--- src/rtl/esc_pkg.sv ---
// esc_pkg: shared state encoding, default parameters and force-to-duty conversion for the ESC drive stage
package esc_pkg;

    typedef enum logic [1:0] {
        DISARMED = 2'b00,
        ARMING   = 2'b01,
        ARMED    = 2'b10,
        FAILSAFE = 2'b11
    } pwm_state_t;

    localparam int DEF_IN_W            = 10;
    localparam int DEF_CNT_W           = 8;
    localparam int DEF_PERIOD          = 200;
    localparam int DEF_IDLE_DUTY       = 10;
    localparam int DEF_ARM_PERIODS     = 4;
    localparam int DEF_TIMEOUT_PERIODS = 3;

    // Negative forces fall to the idle floor; large forces saturate at a full period.
    function automatic int force_to_duty(int f, int period, int idle);
        int lim;
        lim = period - idle;
        return idle + (f < 0 ? 0 : (f > lim ? lim : f));
    endfunction

endpackage

--- src/rtl/pwm_channel.sv ---
// pwm_channel: one motor output; converts a force to a duty, double-buffers it and compares against the shared counter
module pwm_channel
    import esc_pkg::*;
#(
    parameter int IN_W      = DEF_IN_W,
    parameter int CNT_W     = DEF_CNT_W,
    parameter int PERIOD    = DEF_PERIOD,
    parameter int IDLE_DUTY = DEF_IDLE_DUTY
) (
    input  logic             clk,
    input  logic             reset,
    input  logic [IN_W-1:0]  force_in,
    input  logic             load_shadow,
    input  logic             commit,
    input  logic             force_idle,
    input  logic             clear,
    input  logic             enable,
    input  logic [CNT_W-1:0] cnt,
    output logic             pwm
);

    localparam logic [CNT_W-1:0] IDLE = CNT_W'(IDLE_DUTY);

    logic [CNT_W-1:0] shadow, active, duty_new;

    assign duty_new = CNT_W'(force_to_duty(int'($signed(force_in)), PERIOD, IDLE_DUTY));

    // Shadow takes new commands any time; active only changes at the period boundary, so duties never glitch mid-period.
    always_ff @(posedge clk or negedge reset) begin
        if (!reset) begin
            shadow <= '0;
            active <= '0;
            pwm    <= 1'b0;
        end else begin
            shadow <= clear ? '0 : force_idle ? IDLE : load_shadow ? duty_new : shadow;
            active <= clear ? '0 : force_idle ? IDLE : commit ? shadow : active;
            pwm    <= enable && (cnt < active);
        end
    end

endmodule

--- src/rtl/motor_pwm_gen.sv ---
// motor_pwm_gen: four-channel motor PWM stage with arming sequence and command-loss watchdog
module motor_pwm_gen
    import esc_pkg::*;
#(
    parameter int IN_W            = DEF_IN_W,
    parameter int CNT_W           = DEF_CNT_W,
    parameter int PERIOD          = DEF_PERIOD,
    parameter int IDLE_DUTY       = DEF_IDLE_DUTY,
    parameter int ARM_PERIODS     = DEF_ARM_PERIODS,
    parameter int TIMEOUT_PERIODS = DEF_TIMEOUT_PERIODS
) (
    input  logic            clk,
    input  logic            reset,
    input  logic [IN_W-1:0] force_0,
    input  logic [IN_W-1:0] force_1,
    input  logic [IN_W-1:0] force_2,
    input  logic [IN_W-1:0] force_3,
    input  logic            force_valid,
    input  logic            arm,
    output logic            pwm_0,
    output logic            pwm_1,
    output logic            pwm_2,
    output logic            pwm_3,
    output logic [1:0]      state,
    output logic            period_start,
    output logic            failsafe
);

    localparam int ARM_W = $clog2(ARM_PERIODS + 1);
    localparam int WD_W  = $clog2(TIMEOUT_PERIODS + 1);
    localparam logic [CNT_W-1:0] LAST     = CNT_W'(PERIOD - 1);
    localparam logic [ARM_W-1:0] ARM_LAST = ARM_W'(ARM_PERIODS - 1);
    localparam logic [WD_W-1:0]  WD_LAST  = WD_W'(TIMEOUT_PERIODS - 1);

    pwm_state_t st, st_nx;
    logic [CNT_W-1:0] cnt;
    logic [ARM_W-1:0] arm_cnt;
    logic [WD_W-1:0]  wd_cnt;
    logic             seen, bnd, got_cmd, timeout;
    logic             load_shadow, commit, force_idle, clear, enable;
    logic [IN_W-1:0]  forces [4];
    logic [3:0]       pwm;

    assign bnd         = cnt == LAST;
    assign got_cmd     = seen || force_valid;
    assign timeout     = st == ARMED && bnd && !got_cmd && wd_cnt == WD_LAST;
    assign clear       = !arm;
    assign force_idle  = st == DISARMED && bnd && arm;
    assign enable      = st == ARMING || st == ARMED;
    assign load_shadow = force_valid && arm && enable;
    assign commit      = bnd && arm && st == ARMED;
    assign state       = st;
    assign failsafe    = st == FAILSAFE;
    assign forces      = '{force_0, force_1, force_2, force_3};
    assign {pwm_3, pwm_2, pwm_1, pwm_0} = pwm;

    // Free-running period counter and the registered period_start pulse aligned to cnt==0.
    always_ff @(posedge clk or negedge reset) begin
        if (!reset) begin
            cnt          <= '0;
            period_start <= 1'b0;
        end else begin
            cnt          <= bnd ? '0 : cnt + 1'b1;
            period_start <= bnd;
        end
    end

    // Arm-period counter, per-period command-seen flag and watchdog count of silent periods.
    always_ff @(posedge clk or negedge reset) begin
        if (!reset) begin
            arm_cnt <= '0;
            wd_cnt  <= '0;
            seen    <= 1'b0;
        end else begin
            arm_cnt <= st != ARMING ? '0 : bnd ? arm_cnt + 1'b1 : arm_cnt;
            wd_cnt  <= st != ARMED ? '0 : !bnd ? wd_cnt : got_cmd ? '0 : wd_cnt + 1'b1;
            seen    <= bnd ? 1'b0 : got_cmd;
        end
    end

    // State register.
    always_ff @(posedge clk or negedge reset) begin
        if (!reset) st <= DISARMED;
        else        st <= st_nx;
    end

    // Next state; dropping arm overrides everything, including a simultaneous watchdog timeout.
    always_comb begin
        st_nx = st;
        case (st)
            DISARMED: st_nx = bnd ? ARMING : DISARMED;
            ARMING:   st_nx = (bnd && arm_cnt == ARM_LAST) ? ARMED : ARMING;
            ARMED:    st_nx = timeout ? FAILSAFE : ARMED;
            default:  st_nx = FAILSAFE;
        endcase
        if (!arm) st_nx = DISARMED;
    end

    for (genvar i = 0; i < 4; i++) begin : g_ch
        pwm_channel #(
            .IN_W(IN_W), .CNT_W(CNT_W), .PERIOD(PERIOD), .IDLE_DUTY(IDLE_DUTY)
        ) u_ch (
            .clk(clk), .reset(reset), .force_in(forces[i]),
            .load_shadow(load_shadow), .commit(commit), .force_idle(force_idle),
            .clear(clear), .enable(enable), .cnt(cnt), .pwm(pwm[i])
        );
    end

endmodule

--- config.mk ---
export PLATFORM = sky130hd
export DESIGN_NAME = motor_pwm_gen
export DESIGN_NICKNAME = d
export VERILOG_FILES = /design/src/rtl/esc_pkg.sv /design/src/rtl/pwm_channel.sv /design/src/rtl/motor_pwm_gen.sv
export SDC_FILE = /design/constraint.sdc
export NUM_CORES = 1
export LEC_CHECK = 0
export CORE_UTILIZATION = 50
export DETAILED_ROUTE_END_ITERATION = 7
export PLACE_DENSITY_LB_ADDON = 0.2
export SLEW_MARGIN = 0
export SYNTH_ARGS = -nofsm -noshare
export SYNTH_HDL_FRONTEND = slang
export SYNTH_HIERARCHICAL = 1
export SYNTH_SLANG_ARGS = --single-unit
--- constraint.sdc ---
create_clock -name clk -period 6.4 [get_ports clk]
set_input_delay 1.28 -clock clk [delete_from_list [all_inputs] [get_ports clk]]
set_output_delay 1.28 -clock clk [all_outputs]
set_load 0.03 [all_outputs]
; ---- Word level (Yosys, flattened, before mapping)
; Cells that the tools add are included.
[word_totals]
mem_bits_ro = 0
latch_bits = 0
register_bits = 85
wordCells = 111
mem_bits_rw = 0
input_bits = 44
n_memories = 0
[op_classes]
reduce_logical = 20
eq_ne = 10
bitwise_logic = 0
div = 0
n_mul = 0
muxes = 44
order_cmp = 12
shift = 0
add_sub_neg = 7
[op_table]
columns = op, n
row1 = 8-bit two-way mux, 33
row2 = 10-bit by 9-bit greater-than comparator with 1-bit output (second input constant), 4
row3 = 10-bit by 1-bit less-than comparator with 1-bit output (second input constant), 4
row4 = 5-bit by 8-bit adder with 8-bit output (first input constant), 4
row5 = 8-bit less-than comparator, 4
row6 = 1-bit logical AND, 14
row7 = 2-bit two-way mux, 5
row8 = 8-bit by 1-bit adder with 8-bit output (second input constant), 1
row9 = 8-bit equality test (second input constant), 1
row10 = 2-bit equality test (second input constant), 3
row11 = 3-bit two-way mux, 2
row12 = 3-bit by 1-bit != test with 1-bit output (second input constant), 2
row13 = 2-bit one-hot mux with 3 select lines, 1
row14 = 2-bit nonzero test, 2
row15 = 3-bit by 1-bit adder with 3-bit output (second input constant), 1
row16 = 3-bit by 2-bit equality test with 1-bit output (second input constant), 1
row17 = 1-bit two-way mux, 3
row18 = 2-bit by 1-bit adder with 2-bit output (second input constant), 1
row19 = 2-bit by 1-bit equality test with 1-bit output (second input constant), 1
row20 = 2-bit logical NOT, 1
row21 = 1-bit logical OR, 2
row22 = 2-bit by 1-bit != test with 1-bit output (second input constant), 1
row23 = 2-bit != test (second input constant), 1
row24 = 1-bit logical NOT, 1

; ---- Depth between registers and ports, before layout
[depth]
word_depth = 7
mapped_depth = 8
ltp_nobuf = 8

; ---- Hierarchy
; Netlist, hierarchy kept.
[modules_own_cells]
columns = mod, instances, area_per_inst_um2, cells_per_inst, seq_area_each_um2
row1 = pwm_channel, 4, 1017.2, 110, 425.4
row2 = motor_pwm_gen, 1, 968.4, 89, 425.4

; ---- Least setup slack after synthesis
; Ideal clock, no wire load.
[synth_timing]
path_type = input port to flip-flop
start = in force_0[7]
end = reg g_ch[0].u_ch.shadow[3]
required_ps = 6257
arrival_ps = 2279
path_slack_ps = 3978
path_buffers = 0
setup_ps = 143
path_stages = 7
path_cell_list = a21o_1 nor2_1 nor2_1 ha_1 or3_1 nand3_1 a21oi_1
[synth_via]
elab_chain_cells = 7
word_cells_on_any_way = 8
classes_between = add/sub (1) / order compare (2) / mux (5)
[synth_lines]
columns = item, line_no
row1 = from (decl), motor_pwm_gen.sv:14  ; input logic [IN_W-1:0] force_0,
row2 = 10-bit by 9-bit greater-than comparator with 1-bit output, esc_pkg.sv:22  ; return idle + (f < 0 ? 0 : (f > lim ? lim : f));
row3 = 8-bit two-way mux, esc_pkg.sv:22
row4 = 8-bit two-way mux *, esc_pkg.sv:22
row5 = 5-bit by 8-bit adder with 8-bit output *, esc_pkg.sv:22
row6 = 8-bit two-way mux * (3 in a row), pwm_channel.sv:35  ; shadow <= clear ? '0 : force_idle ? IDLE : load_shadow ? duty_new : shadow;
row7 = to (signal assigned), pwm_channel.sv:35
row8 = to (decl), pwm_channel.sv:24  ; logic [CNT_W-1:0] shadow, active, duty_new;
; Mark *: on every way between the ends. The rest lies on a longest branch, timed or not. The select of a mux whose other input is x is not followed.
; A chain may end at the register's enable or synchronous reset.

; ---- Worst setup path in the final report
[layout_timing]
start = in arm
end = reg g_ch[3].u_ch.active[1]
[layout_via]
elab_chain_cells = 3
word_cells_on_any_way = 6
classes_between = eq/ne (1) / mux (2) / reduce/logical (3)
[layout_lines]
columns = item, line_no
row1 = from (decl), motor_pwm_gen.sv:19  ; input logic arm,
row2 = 1-bit logical AND (2 in a row), motor_pwm_gen.sv:51  ; assign commit = bnd && arm && st == ARMED;
row3 = via commit, motor_pwm_gen.sv:40  ; logic load_shadow, commit, force_idle, clear, enable;
row4 = 3-bit by 1-bit != test with 1-bit output (no source line), -
row5 = to (signal assigned), pwm_channel.sv:36  ; active <= clear ? '0 : force_idle ? IDLE : commit ? shadow : active;
row6 = to (decl), pwm_channel.sv:24
; The timed path passes the listed nets, and every way through them passes these cells.

==> results.tsv <==
metric	value	unit
outcome	complete, no violations	
CP cell instances	clkdlybuf4s50_1, and3_2, nor2_1, a211oi_1, nor2_1	
register area share after synthesis	42.23	%
cell area after synthesis	5037	um^2
fmax	337.5	MHz
total number of vias	4042	
layout cells sized above 1	5.832	%
Period minus WS final	2.963	ns
largest family of logic cells by synthesized area	simple AND/OR/NAND/NOR gates	
CTS root buffer	clkbuf_8	
final hold violation count	0	
vias per cell	5.645	
Fin Clk Skew	0.01071	ns
detailed-route DRC error count	0	
Sequential cell area	2127	um^2
first-pass GRT wire length	17550	um
number of diodes	0	
VDD IR max	0.09124	mV
hold_buf cts	0	
Multi-input gate area	2659	um^2
Finish-stage setup viols	0	
Avg Cell Area, Syn	9.522	um^2
Chip Width	102.4	um
Worst-Margin Slew	1.055	ns
cell row count	36	
vias in the first global route	3734	
Synth Area in Compound Gates	16.17	%
TritonCTS buffer count	9	
clock power share	37.7	%
Flop pwr share	53.9	%
I/O pin cnt	52	
PortBufs	51	
critical-path cell with the highest stage delay	and3_2	
die height	102.4	um
Nets	663	
DRT iter0 DRCs	146	
Core Footprint	9774	um^2
Post-synth EDFFs	0	
max-slew violations	0	
Yosys warnings	6	
initial antenna violation count	0	
largest net degree at the start of global routing	86	
DRT antenna net count	0	
hpwl dp	7476	um
startpoint class of the critical path	input pin	
total power	0.0009959	W
Post-synth top cells	dfrtp_1, nor2_1, inv_1	
logic gate share of total power	8.4	%
Async SR Flop Fraction	100.0	%
max_cap viols	0	
biggest cell delay along the critical path	0.89	ns
GR Overflow Total	0	
final wirelength	10620	um
Required @ worst endpoint	6.61	ns
# clock sinks	85	
Tcrit/Tclk final	46.29	%
Main synth FF type	dfrtp_1	
Post-Synthesis Cells	529	
Filler cells	868	
drt wl/cell	14.83	um
Area growth, synth to finish	15.80	%
Clk Latency, worst-skew pair	0.35	ns
Post-Synth XOR/XNOR Area	2.086	%
Die ar.	10480	um^2
post-synth top area cell	dfrtp_1	
Rel. slew slack	29.69	%
switch share	23.97	%
Synth top area share	42.23	%
CTS tree	done	
simple-gate share of the synthesized area	18.75	%
setup TNS	0	ns
syn nets	614	
most frequent cell after synthesis	dfrtp_1	
HP Class	reg -> reg	
internal power	0.0007572	W
Synth cell types	52	
CP Class	in -> reg	
RSZ-0062 raised after global routing	false	
Max Root-Sink Buffers	2	
Cell Pwr Density	170.7	nW/um^2
synthesized flop and latch total	85	
Placer Congestion	0.8212	
Crit. End Element	register	
Post-CTS Setup Bufs	0	
total global-route track usage	21.41	%
Post-Synth Adder-Cell Area	10.18	%
synth top area cells	dfrtp_1, ha_1, nor2_1, mux2i_1, inv_1	
critical path arrival	3.17	ns
most frequent CP cell	nor2_1	
htree depth	3	
DRT Pass-1 Iters	4	
Leakage Power	2.379	nW
crit-path max FO	40	
Switch Pwr	0.0002387	W
clk slew on worst S/H paths	0.09	ns
Resize count post-CTS	0	
Initial Utilization	51.54	%
mux contribution to synthesized area	5.564	%
cells by family (layout without fill, tap and decap cells):
logic type / Yosys count / after routing
simple gates: 182 / 182
compound gates: 123 / 123
flops: 85 / 85
buf+inv: 58 / 112
fa+ha+maj: 41 / 41
mux: 28 / 28
xor+xnor: 12 / 12
final cells by class:
cell class              count  share of cell area [%]
clock buffers               9                   2.124
clock inverters             7                   1.244
flip-flops and latches     85                   36.47
inverters                  43                   2.767
well taps                 133                   2.853
repair buffers             53                   8.966
multi-input cells         386                   45.58
critical path, delay by kind of cell:
family | cells | cell delay (ns)
buffers and inverters | 1 | 0.55
AND/OR/NAND/NOR | 3 | 1.04
AO/OA/AOI/OAI | 1 | 0.27
final timing paths:
check                                                         from                            endpoint  slack (ns)  cells after the start
worst max register to register                    cnt[1]$_DFF_PN0_  g_ch[3].u_ch/active[1]$_DFFE_PN0P_        3.52                      7
worst min-delay path            g_ch[0].u_ch/shadow[2]$_DFFE_PN0P_  g_ch[0].u_ch/active[2]$_DFFE_PN0P_        0.53                      2
min in group asynchronous                                    reset               wd_cnt[0]$_DFFE_PN0P_        1.07                      1
worst max-delay path                                           arm  g_ch[3].u_ch/active[1]$_DFFE_PN0P_        3.44                      5
max in group asynchronous                                    reset                    cnt[3]$_DFF_PN0_        4.60                      1
worst min register to register  g_ch[0].u_ch/shadow[2]$_DFFE_PN0P_  g_ch[0].u_ch/active[2]$_DFFE_PN0P_        0.53                      2
placed cells by master, fill, tap and decap left out, types with 7 or more instances in the layout:
master,instances
clkdlybuf4s50_1,50
nor2_1,84
a211oi_1,21
nand3_1,10
a31oi_1,9
nor3_1,17
a21o_1,9
a21oi_1,26
ha_1,41
inv_1,43
or3_1,8
mux2i_1,28
xnor2_1,10
nand2_1,12
nand4_1,7
nand2b_1,8
o21ai_0,20
nand3b_1,9
dfrtp_1,85
clkbuf_8,9
a22oi_1,8
per-layer routing:
| metal | up-vias | track usage (%) | wire length [um] |
|---|---|---|---|
| li1 | 1995 | - | - |
| met1 | 1970 | 28.53 | 5092 |
| met2 | 66 | 35.88 | 5149 |
| met3 | 11 | 3.283 | 265 |
| met4 | 0 | 6.703 | 110 |
| met5 | - | 0 | 0 |
power by group through the flow:
stage / clock network [W] / logic, W / registers, W
4_1_cts: 0.000388 / 0.0000844 / 0.000537
3_5_place_dp: 0 / 0.0000842 / 0.000547
6_report: 0.000376 / 0.0000835 / 0.000536
3_3_place_gp: 0 / 0.0000827 / 0.000547
2_1_floorplan: 0 / 0.0000309 / 0.000547
5_1_grt: 0.000409 / 0.0000919 / 0.000537
state kept, by name, summed over array words and instances, names as in the netlist:
signal,cells
period_start,1
g_ch.u_ch/active,32
arm_cnt,3
state,2
wd_cnt,2
g_ch.u_ch/shadow,32
g_ch.u_ch/pwm,4
seen,1
cnt,8
through the flow:
| stage | setup slack, ns | std cells | utilization, % | cell area [um^2] | hold slack, ns |
|---|---|---|---|---|---|
| 4_1_cts | 3.447 | 716 | 59.68 | 5833 | 0.5340 |
| 2_1_floorplan | 3.978 | 529 | - | 5037 | 0.4808 |
| 3_3_place_gp | 3.174 | 700 | 57.67 | 5637 | 0.5063 |
| 6_report | 3.437 | 716 | 59.68 | 5833 | 0.5313 |
| 3_5_place_dp | 3.089 | 700 | 57.67 | 5637 | 0.5078 |
| 5_1_grt | 3.282 | 716 | 59.68 | 5833 | 0.5496 |
No activity file was read; power rests on OpenSTA's default activity.
